[src/rtl/uart_pkg.sv]
// Shared UART definitions: byte width default and the byte-packer FSM states.
package uart_pkg;

    // Default byte width shared by uart_rx, uart_tx and the packer
    localparam int W_BYTE_DEF = 8;

    // Packer states: collecting bytes, or holding a finished word waiting for OUT
    typedef enum logic {
        COLLECT = 1'b0,
        PENDING = 1'b1
    } pack_state_t;

    // Byte-index width: at least one bit even for tiny word sizes
    function automatic int idx_width(input int n);
        return (n <= 2) ? 1 : $clog2(n);
    endfunction

endpackage

[src/rtl/uart_idle_timer.sv]
// Idle timer: counts cycles while run is high; expire pulses for the one cycle
// in which the count reaches TIMEOUT_CLKS. Clear restarts the count. The count
// saturates so a timer left running does not fire again. TIMEOUT_CLKS=0
// disables the timer entirely.
module uart_idle_timer #(
    parameter int TIMEOUT_CLKS = 100000
) (
    input  logic clk,
    input  logic rstn,
    input  logic clear,
    input  logic run,
    output logic expire
);

    generate
        if (TIMEOUT_CLKS == 0) begin : g_off
            assign expire = 1'b0;
        end else begin : g_on
            localparam int CW = $clog2(TIMEOUT_CLKS + 1);
            localparam logic [CW-1:0] LIMIT = CW'(TIMEOUT_CLKS);

            logic [CW-1:0] cnt;

            // Idle count: clear wins, otherwise advance while running up to LIMIT
            always_ff @(posedge clk) begin
                if (!rstn) begin
                    cnt <= '0;
                end else if (clear) begin
                    cnt <= '0;
                end else if (run && (cnt != LIMIT)) begin
                    cnt <= cnt + CW'(1);
                end
            end

            // Fires on the cycle whose edge takes the count to LIMIT
            assign expire = run && (cnt == (LIMIT - CW'(1)));
        end
    endgenerate

endmodule

[src/rtl/uart_rx_packer.sv]
// Packs NUM_BYTES consecutive bytes from uart_rx into one wide word and offers
// it on a valid/ready master port. An assembly register (asm_q) collects bytes
// while the output register (m_data) holds the previous word, so one full word
// can wait while the next is collected. A partial word left idle for
// TIMEOUT_CLKS cycles is discarded to resynchronise framing.
module uart_rx_packer
    import uart_pkg::*;
#(
    parameter int W_BYTE       = W_BYTE_DEF,
    parameter int NUM_BYTES    = 4,
    parameter int LSB_FIRST    = 1,
    parameter int TIMEOUT_CLKS = 100000
) (
    input  logic                        clk,
    input  logic                        rstn,
    input  logic                        s_valid,
    input  logic [W_BYTE-1:0]           s_data,
    output logic                        m_valid,
    input  logic                        m_ready,
    output logic [W_BYTE*NUM_BYTES-1:0] m_data,
    output logic                        overflow,
    output logic                        timeout_pulse,
    input  logic                        clr_flags
);

    localparam int IW = idx_width(NUM_BYTES);
    localparam int WW = W_BYTE * NUM_BYTES;
    localparam logic [IW-1:0] LAST_IDX = IW'(NUM_BYTES - 1);

    pack_state_t   state;
    logic [IW-1:0] idx;
    logic [WW-1:0] asm_q;

    logic          xfer;
    logic          out_free;
    logic          byte_accept;
    logic          byte_drop;
    logic          expire;
    logic          timer_run;
    logic [IW-1:0] wr_idx;
    logic          last_byte;
    logic [WW-1:0] asm_wr;
    int            slot;

    // Handshake, accept/drop decisions and the assembly word with this byte merged in
    always_comb begin
        xfer        = m_valid && m_ready;
        out_free    = !m_valid || xfer;
        // In PENDING a byte only gets in when the waiting word moves out this cycle
        byte_accept = s_valid && ((state == COLLECT) || xfer);
        byte_drop   = s_valid && (state == PENDING) && !xfer;
        // A byte arriving with the timeout restarts framing at slot 0
        wr_idx      = expire ? '0 : idx;
        last_byte   = (wr_idx == LAST_IDX);
        slot        = (LSB_FIRST != 0) ? int'(wr_idx) : (NUM_BYTES - 1 - int'(wr_idx));
        asm_wr      = asm_q;
        asm_wr[slot*W_BYTE +: W_BYTE] = s_data;
    end

    // Timer only watches a partly assembled word
    assign timer_run = (state == COLLECT) && (idx != '0);

    uart_idle_timer #(
        .TIMEOUT_CLKS(TIMEOUT_CLKS)
    ) u_idle_timer (
        .clk    (clk),
        .rstn   (rstn),
        .clear  (byte_accept),
        .run    (timer_run),
        .expire (expire)
    );

    // Packer FSM with registered outputs
    always_ff @(posedge clk) begin
        if (!rstn) begin
            state         <= COLLECT;
            idx           <= '0;
            asm_q         <= '0;
            m_valid       <= 1'b0;
            m_data        <= '0;
            overflow      <= 1'b0;
            timeout_pulse <= 1'b0;
        end else begin
            timeout_pulse <= expire;

            // A drop in the same cycle beats the clear
            if (clr_flags) overflow <= 1'b0;
            if (byte_drop) overflow <= 1'b1;

            // Consumer took the word; a load below re-raises valid with no gap
            if (xfer) m_valid <= 1'b0;

            case (state)
                COLLECT: begin
                    if (expire) idx <= '0;
                    if (s_valid) begin
                        asm_q <= asm_wr;
                        if (last_byte) begin
                            idx <= '0;
                            if (out_free) begin
                                m_data  <= asm_wr;
                                m_valid <= 1'b1;
                            end else begin
                                state <= PENDING;
                            end
                        end else begin
                            idx <= wr_idx + IW'(1);
                        end
                    end
                end
                PENDING: begin
                    // idx is 0 here: it wrapped when the pending word completed
                    if (xfer) begin
                        m_data  <= asm_q;
                        m_valid <= 1'b1;
                        state   <= COLLECT;
                        if (s_valid) begin
                            asm_q <= asm_wr;
                            idx   <= IW'(1);
                        end
                    end
                end
                default: state <= COLLECT;
            endcase
        end
    end

endmodule

[config.mk]
export PLATFORM = sky130hd
export DESIGN_NAME = uart_rx_packer
export DESIGN_NICKNAME = d
export VERILOG_FILES = /design/src/rtl/uart_pkg.sv /design/src/rtl/uart_idle_timer.sv /design/src/rtl/uart_rx_packer.sv
export SDC_FILE = /design/constraint.sdc
export NUM_CORES = 1
export LEC_CHECK = 0
export BUFFER_PORTS_ARGS = -buffer_cell sky130_fd_sc_hd__clkbuf_2
export CORE_MARGIN = 2
export CORE_UTILIZATION = 39
export DETAILED_ROUTE_END_ITERATION = 10
export HOLD_SLACK_MARGIN = 0.12
export PLACE_DENSITY = 0.66
export SYNTH_ARGS = -nofsm -noshare
export SYNTH_HDL_FRONTEND = slang
export SYNTH_SLANG_ARGS = --single-unit
export TNS_END_PERCENT = 30
[constraint.sdc]
create_clock -name clk -period 4.6 [get_ports clk]
set_clock_uncertainty 0.1 [all_clocks]
set_input_delay 0.92 -clock clk [delete_from_list [all_inputs] [get_ports clk]]
set_output_delay 0.92 -clock clk [all_outputs]
set_load 0.005 [all_outputs]
==> Word level (Yosys, flattened, before mapping) <==
Index checks and enable logic that the tools add are counted.
{ "op_classes": {"addsub": 3, "n_mul": 0, "div_mod_pow": 0, "n_lt_le_gt_ge": 0, "eq_ne": 8, "shifts": 2, "n_mux": 28, "n_bitwise": 2, "n_reduce_logical": 16} }
{ "ops": {"columns": ["op", "count"], "rows": [
  ["two-way mux 32 bit", 6],
  ["case mux 32 bit (2 select lines)", 2],
  ["negation 5 -> 33 bit", 1],
  ["variable shift 8 x 33 -> 32 bit, first input constant", 1],
  ["indexed part select 8 x 33 -> 32 bit", 1],
  ["bitwise mux 32 bit", 1],
  ["adder 17 x 1 -> 17 bit, second input constant", 1],
  ["== test 17 bit, second input constant", 1],
  ["inequality test 17 bit, second input constant", 1],
  ["two-way mux 1 bit", 11],
  ["two-way mux 2 bit", 5],
  ["inequality test 2 bit, second input constant", 4],
  ["logical AND 1 bit", 7],
  ["case mux 1 bit (2 select lines)", 2],
  ["case mux 2 bit (2 select lines)", 1],
  ["AND reduction 4 bit", 1],
  ["nonzero test 2 bit", 2],
  ["adder 2 x 1 -> 2 bit, second input constant", 1],
  ["== test 2 bit, second input constant", 1],
  ["logical NOT 1 bit", 2],
  ["logical OR 1 bit", 2],
  ["inequality test 2 x 1 -> 1 bit, second input constant", 1],
  ["NOT 1 bit", 2],
  ["AND reduction 2 bit", 1],
  ["OR reduction 2 bit", 1]
]} }
{ "totals": {"regBits": 87, "latchBits": 0, "ramBits": 0, "romBits": 0, "out_inout_bits": 35, "wordCells": 67, "n_memories": 0} }

==> Longest topological paths before layout <==
{ "logic_depth": {"depth_word": 11, "depth_mapped": 13, "ltp_nobuf": 10} }

==> Modules after synthesis <==
From an unflattened synthesis, not the netlist that was laid out.
{ "hier_totals": {"cells_unflattened": 401, "area_unflattened_um2": 4090.2} }
{ "modules_own_cells": {"columns": ["module", "instances", "cells_per_inst", "area_per_inst_um2", "seq_area_each_um2"], "rows": [
  ["uart_rx_packer", 1, 298, 3126.7, 1401.3],
  ["uart_idle_timer", 1, 103, 963.4, 340.3]
]} }

==> Least setup slack after synthesis <==
No wires, ideal clock.
{ "synth_timing": {"path_kind": "reg-to-reg", "from": "register u_idle_timer.g_on.cnt[0]", "to": "register asm_q[24]", "t_arrival_ns": 3.186, "required_time_ns": 4.440, "path_slack_ns": 1.254, "path_stages_with_launch": 13, "n_path_buf": 2, "synth_period_minus_slack_ns": 3.346, "path_cell_list": "dfxtp_1 -> ha_1 -> inv_1 -> nor3_2 -> buf_2 -> nand2_1 -> and2_1 -> ha_1 -> and3b_1 -> clkbuf_1 -> nand2_1 -> a2111oi_4 -> a22o_1"} }
{ "synth_via": {"elab_chain_len": 9, "elab_cells_between_ends": 10, "cone_classes": "add/sub: 1; eq/ne: 1; shift: 2; mux: 5; reduce/logical: 1"} }
{ "synth_rtl": {"columns": ["element", "line", "source"], "rows": [
  ["start: declaration", "uart_idle_timer.sv:22", "logic [CW-1:0] cnt;"],
  ["start signal: assignment", "uart_idle_timer.sv:31", "cnt <= cnt + CW'(1);"],
  ["== test 17 bit *", "uart_idle_timer.sv:36", "assign expire = run && (cnt == (LIMIT - CW'(1)));"],
  ["logical AND 1 bit *", "uart_idle_timer.sv:36", null],
  ["two-way mux 2 bit *", null, null],
  ["negation 5 -> 33 bit *", "uart_rx_packer.sv:57", "asm_wr[slot*W_BYTE +: W_BYTE] = s_data;"],
  ["indexed part select 8 x 33 -> 32 bit / variable shift 8 x 33 -> 32 bit (equally long branches)", "uart_rx_packer.sv:57", null],
  ["bitwise mux 32 bit *", "uart_rx_packer.sv:57", null],
  ["two-way mux 32 bit *", "uart_rx_packer.sv:96, uart_rx_packer.sv:117", null],
  ["two-way mux 32 bit", "uart_rx_packer.sv:113", "if (xfer) begin"],
  ["case mux 32 bit (2 select lines) *", "uart_rx_packer.sv:93", "case (state)"],
  ["end signal: assignment", "uart_rx_packer.sv:97", "asm_q <= asm_wr;"],
  ["end signal: assignment", "uart_rx_packer.sv:118", "asm_q <= asm_wr;"],
  ["end: declaration", "uart_rx_packer.sv:32", "logic [WW-1:0] asm_q;"]
]} }
Mark *: on every way between the ends. The rest lies on a longest branch, timed or not. The select of a mux whose other input is x is not followed.
A chain may end at the register's enable or synchronous reset.

==> Worst setup path after layout <==
{ "layout_timing": {"from": "register u_idle_timer.g_on.cnt[6]", "to": "register asm_q[28]"} }
Same word-level chain as after synthesis.

==> implementation parameters <==
Parameter                              Value

Power and ir drop
  Pleak    around 1.6 nW
  Total chip power    about 1.4 mW
  PwrDens    287 nW/um2
  Peak supply drop    between 100 and 150 uV

Placed design
  Setup slack after placement    roughly 1.1 ns
  Post-detail-place hpwl    around 8100 um
  Placement-stage cell area    4660 um2
  Global placer's final weighted congestion    0.818
  Input/output buffers    47

Synth
  Async set or reset register ratio after synthesis    0%
  Share of synthesized area occupied by flip-flops and latches    ~40%
  Synthesized area per cell    8.75 um2
  Post-synth EDFFs    0
  Synthesized net count    between 500 and 600
  Instance count of the mapped netlist    497
  Primary FF master, synth    sky130_fd_sc_hd__dfxtp_1
  Synth Cell Area    ~4300 um2
  Warnings, synthesis    0
  Total of flip-flops plus latches after synthesis    a little under 90
  Library cells used by synthesis    54

Die
  Initial Util    40.1%
  Full die area    12000 um2
  Number of placed I/O pins    48
  Floorplan core area    10800 um2
  Vert. Die Dim    110 um
  Count of standard-cell rows    38
  Horizontal die dimension    about 110 um

Worst hold path
  Type of the worst min-delay path    reg -> reg
  Worst hold path depth    2
  Worst hold start    asm_q[7]
  Destination of the worst hold path    asm_q[7]

Drt
  Residual antenna-violating net count after detailed routing    0
  Vias per inst    6.04
  Average wire per cell in the routed design    17.9 um
  Count of unresolved DRC violations after routing    0
  Number of iterations in the first detailed-routing pass    5
  Drt total wl    roughly 12000 um
  First DRT Iteration DRCs    293
  Count of vias placed by the detailed router    slightly above 4000

CTS
  # Post-CTS Setup Buffers    0
  Deepest clock path buffer count    2
  Clock tree from TritonCTS    done
  Number of clock sinks    87
  Clock edge transition at the registers on the reported setup and hold paths    0.09 ns
  Hold buffer count at cts    0
  Clock root buffer    sky130_fd_sc_hd__clkbuf_8
  H-tree lvl count    3
  Clock latency on the worst-skew pair    0.37 ns
  Cts repair resizes    0
  Total CTS buffers    9

Critical path
  Slack of the worst reg-to-reg path    a little over 1 ns
  CP Data Arrival Time    ~3.8 ns
  Crit path capture type    register
  CP required    between 4 and 5 ns
  Cell depth of the worst flop-to-flop path    10
  Capture instance of the worst register-to-register path    asm_q[28]
  Type of origin of the critical path    register
  Beginning of the worst register-to-register path    u_idle_timer.g_on.cnt[6]
  Type of the worst setup path    reg -> reg
  Worst-path fanout max    21

Timing
  Achievable Freq    280 MHz
  Final period demand of the worst path    3.58 ns
  RSZ-0062 raised after global routing    no
  Max Transition Viols Final    0
  Headroom to the max-slew limit    approximately a third
  Count of final hold-check violations    0
  Crit path setup slack, layout    1.02 ns
  Final worst-path cycle share    77.7%
  Number of setup violations in the final report    0
  Setup TNS    0 ns
  Slew at the pin closest to its max-slew limit    approximately 0.97 ns

Finish
  Final instance area    just under 5000 um2
  Area Growth Syn to Fin    10.9%
  Most used cells in the layout excluding fill and tap cells    sky130_fd_sc_hd__dfxtp_1 (87), sky130_fd_sc_hd__nand2_1 (50), sky130_fd_sc_hd__clkbuf_2 (47), sky130_fd_sc_hd__a21oi_1 (30), sky130_fd_sc_hd__o21ai_0 (29)
  ANT cells    0
  Filler cells    1113
  Layout cells sized above 1    16.2%
  Most common library cell in the layout ignoring fill and taps    sky130_fd_sc_hd__dfxtp_1
  Count of nets after finishing    between 500 and 600

Outcome
  Status    complete, no violations

Global route
  Global-route wire length before repair    between 15000 and 20000 um
  Remaining Overflow, GRT    0
  Global-route total usage across every layer    21.0%
  Number of antenna violations at the first check in global routing    0
  Number of global-route vias before repair    about 3800
  Pin count of the biggest net entering global routing    34

Run
  Maxcap violations    0
-- how the worst max path moves through the flow --
stage	cells past startpoint	to	startpoint
4_1_cts	10	m_data[23]	u_idle_timer.g_on.cnt[6]
6_report	10	asm_q[28]	u_idle_timer.g_on.cnt[6]
2_1_floorplan	12	asm_q[24]	u_idle_timer.g_on.cnt[0]
3_3_place_gp	10	m_data[22]	u_idle_timer.g_on.cnt[6]
5_1_grt	10	asm_q[24]	u_idle_timer.g_on.cnt[12]
3_5_place_dp	10	m_data[23]	u_idle_timer.g_on.cnt[6]
-- critical path, cell delays in order, from the launching register on --
cell and delay, ns:
sky130_fd_sc_hd__dfxtp_1 0.41, sky130_fd_sc_hd__and4b_1 0.25, sky130_fd_sc_hd__and4_1 0.22, sky130_fd_sc_hd__buf_4 0.22, sky130_fd_sc_hd__a21oi_2 0.48, sky130_fd_sc_hd__inv_1 0.13
sky130_fd_sc_hd__ha_1 0.44, sky130_fd_sc_hd__and3b_1 0.36, sky130_fd_sc_hd__nand2_1 0.13, sky130_fd_sc_hd__a2111oi_4 0.54, sky130_fd_sc_hd__a22o_1 0.24
-- power by group --
part	switching [mW]	leakage, nW	internal (mW)	total (mW)
sequential	0.0132	0.702	0.767	0.780
clock	0.274	0.0801	0.194	0.469
combinational	0.0924	0.827	0.0435	0.136
total	0.380	1.61	1.00	1.38
-- cell families (layout without fill, tap and decap cells) --
logic type | Yosys count | in the layout | synth area share (%)
simple gates | 168 | 168 | 20.8
buf+inv | 56 | 89 | 5.12
mux | 3 | 3 | 0.690
flops | 87 | 87 | 40.0
compound gates | 170 | 170 | 30.1
xor+xnor | 6 | 6 | 1.21
fa+ha+maj | 7 | 7 | 2.01
-- flip-flops by register name (all words and copies together), names as in the netlist --
register and cells:
overflow 1, state 1, idx 2, m_data 32, timeout_pulse 1, u_idle_timer.g_on.cnt 17
m_valid 1, asm_q 32
-- stage by stage --
stage | utilization [%] | std cells | hold WS, ns
5_1_grt | 44.5 | 670 | 0.391
3_3_place_gp | 43.0 | 654 | 0.341
6_report | 44.5 | 670 | 0.367
2_1_floorplan | - | 497 | 0.325
3_5_place_dp | 43.0 | 654 | 0.351
4_1_cts | 44.5 | 670 | 0.372
-- cell usage after synthesis, types with 4 or more instances --
cell / count / area [um2]
sky130_fd_sc_hd__nor2_1: 28 / 105
sky130_fd_sc_hd__a22o_1: 8 / 70.1
sky130_fd_sc_hd__o32ai_1: 8 / 70.1
sky130_fd_sc_hd__a311oi_1: 16 / 140
sky130_fd_sc_hd__nand2b_1: 26 / 163
sky130_fd_sc_hd__inv_1: 18 / 67.6
sky130_fd_sc_hd__o31ai_1: 21 / 158
sky130_fd_sc_hd__dfxtp_1: 87 / 1740
sky130_fd_sc_hd__a211o_1: 9 / 78.8
sky130_fd_sc_hd__ha_1: 7 / 87.6
sky130_fd_sc_hd__a21o_1: 9 / 67.6
sky130_fd_sc_hd__xor2_1: 6 / 52.6
sky130_fd_sc_hd__nand2_1: 50 / 188
sky130_fd_sc_hd__a2111oi_2: 8 / 120
sky130_fd_sc_hd__a221oi_1: 9 / 78.8
sky130_fd_sc_hd__clkbuf_1: 30 / 113
sky130_fd_sc_hd__or4_1: 20 / 150
sky130_fd_sc_hd__a31oi_1: 4 / 25.0
sky130_fd_sc_hd__buf_2: 4 / 20.0
sky130_fd_sc_hd__nand3_1: 9 / 45.0
sky130_fd_sc_hd__o21ai_0: 29 / 145
sky130_fd_sc_hd__or3_1: 4 / 25.0
sky130_fd_sc_hd__o2111ai_1: 9 / 78.8
sky130_fd_sc_hd__a21oi_1: 31 / 155
sky130_fd_sc_hd__nand4_1: 9 / 56.3
-- routing by layer --
layer / share of wire, % / GRT usage [%] / vias up
li1: - / - / 1939
met1: 46 / 28.5 / 1951
met2: 46 / 32.8 / 131
met3: 5.0 / 3.38 / 27
met4: 2.6 / 9.40 / 0
met5: 0 / 0 / -
-- cell type report --
type | count | area, um2 | share of cell area (%)
clock buffers | 12 | 135 | 2.80
repair buffers | 54 | 288 | 5.97
multi-input cells | 354 | 2390 | 49.5
well taps | 140 | 175 | 3.63
flip-flops and latches | 87 | 1740 | 36.1
inverters | 19 | 71.3 | 1.48
clock inverters | 4 | 22.5 | 0.467
Note: power is estimated with default switching activity, not from simulation.
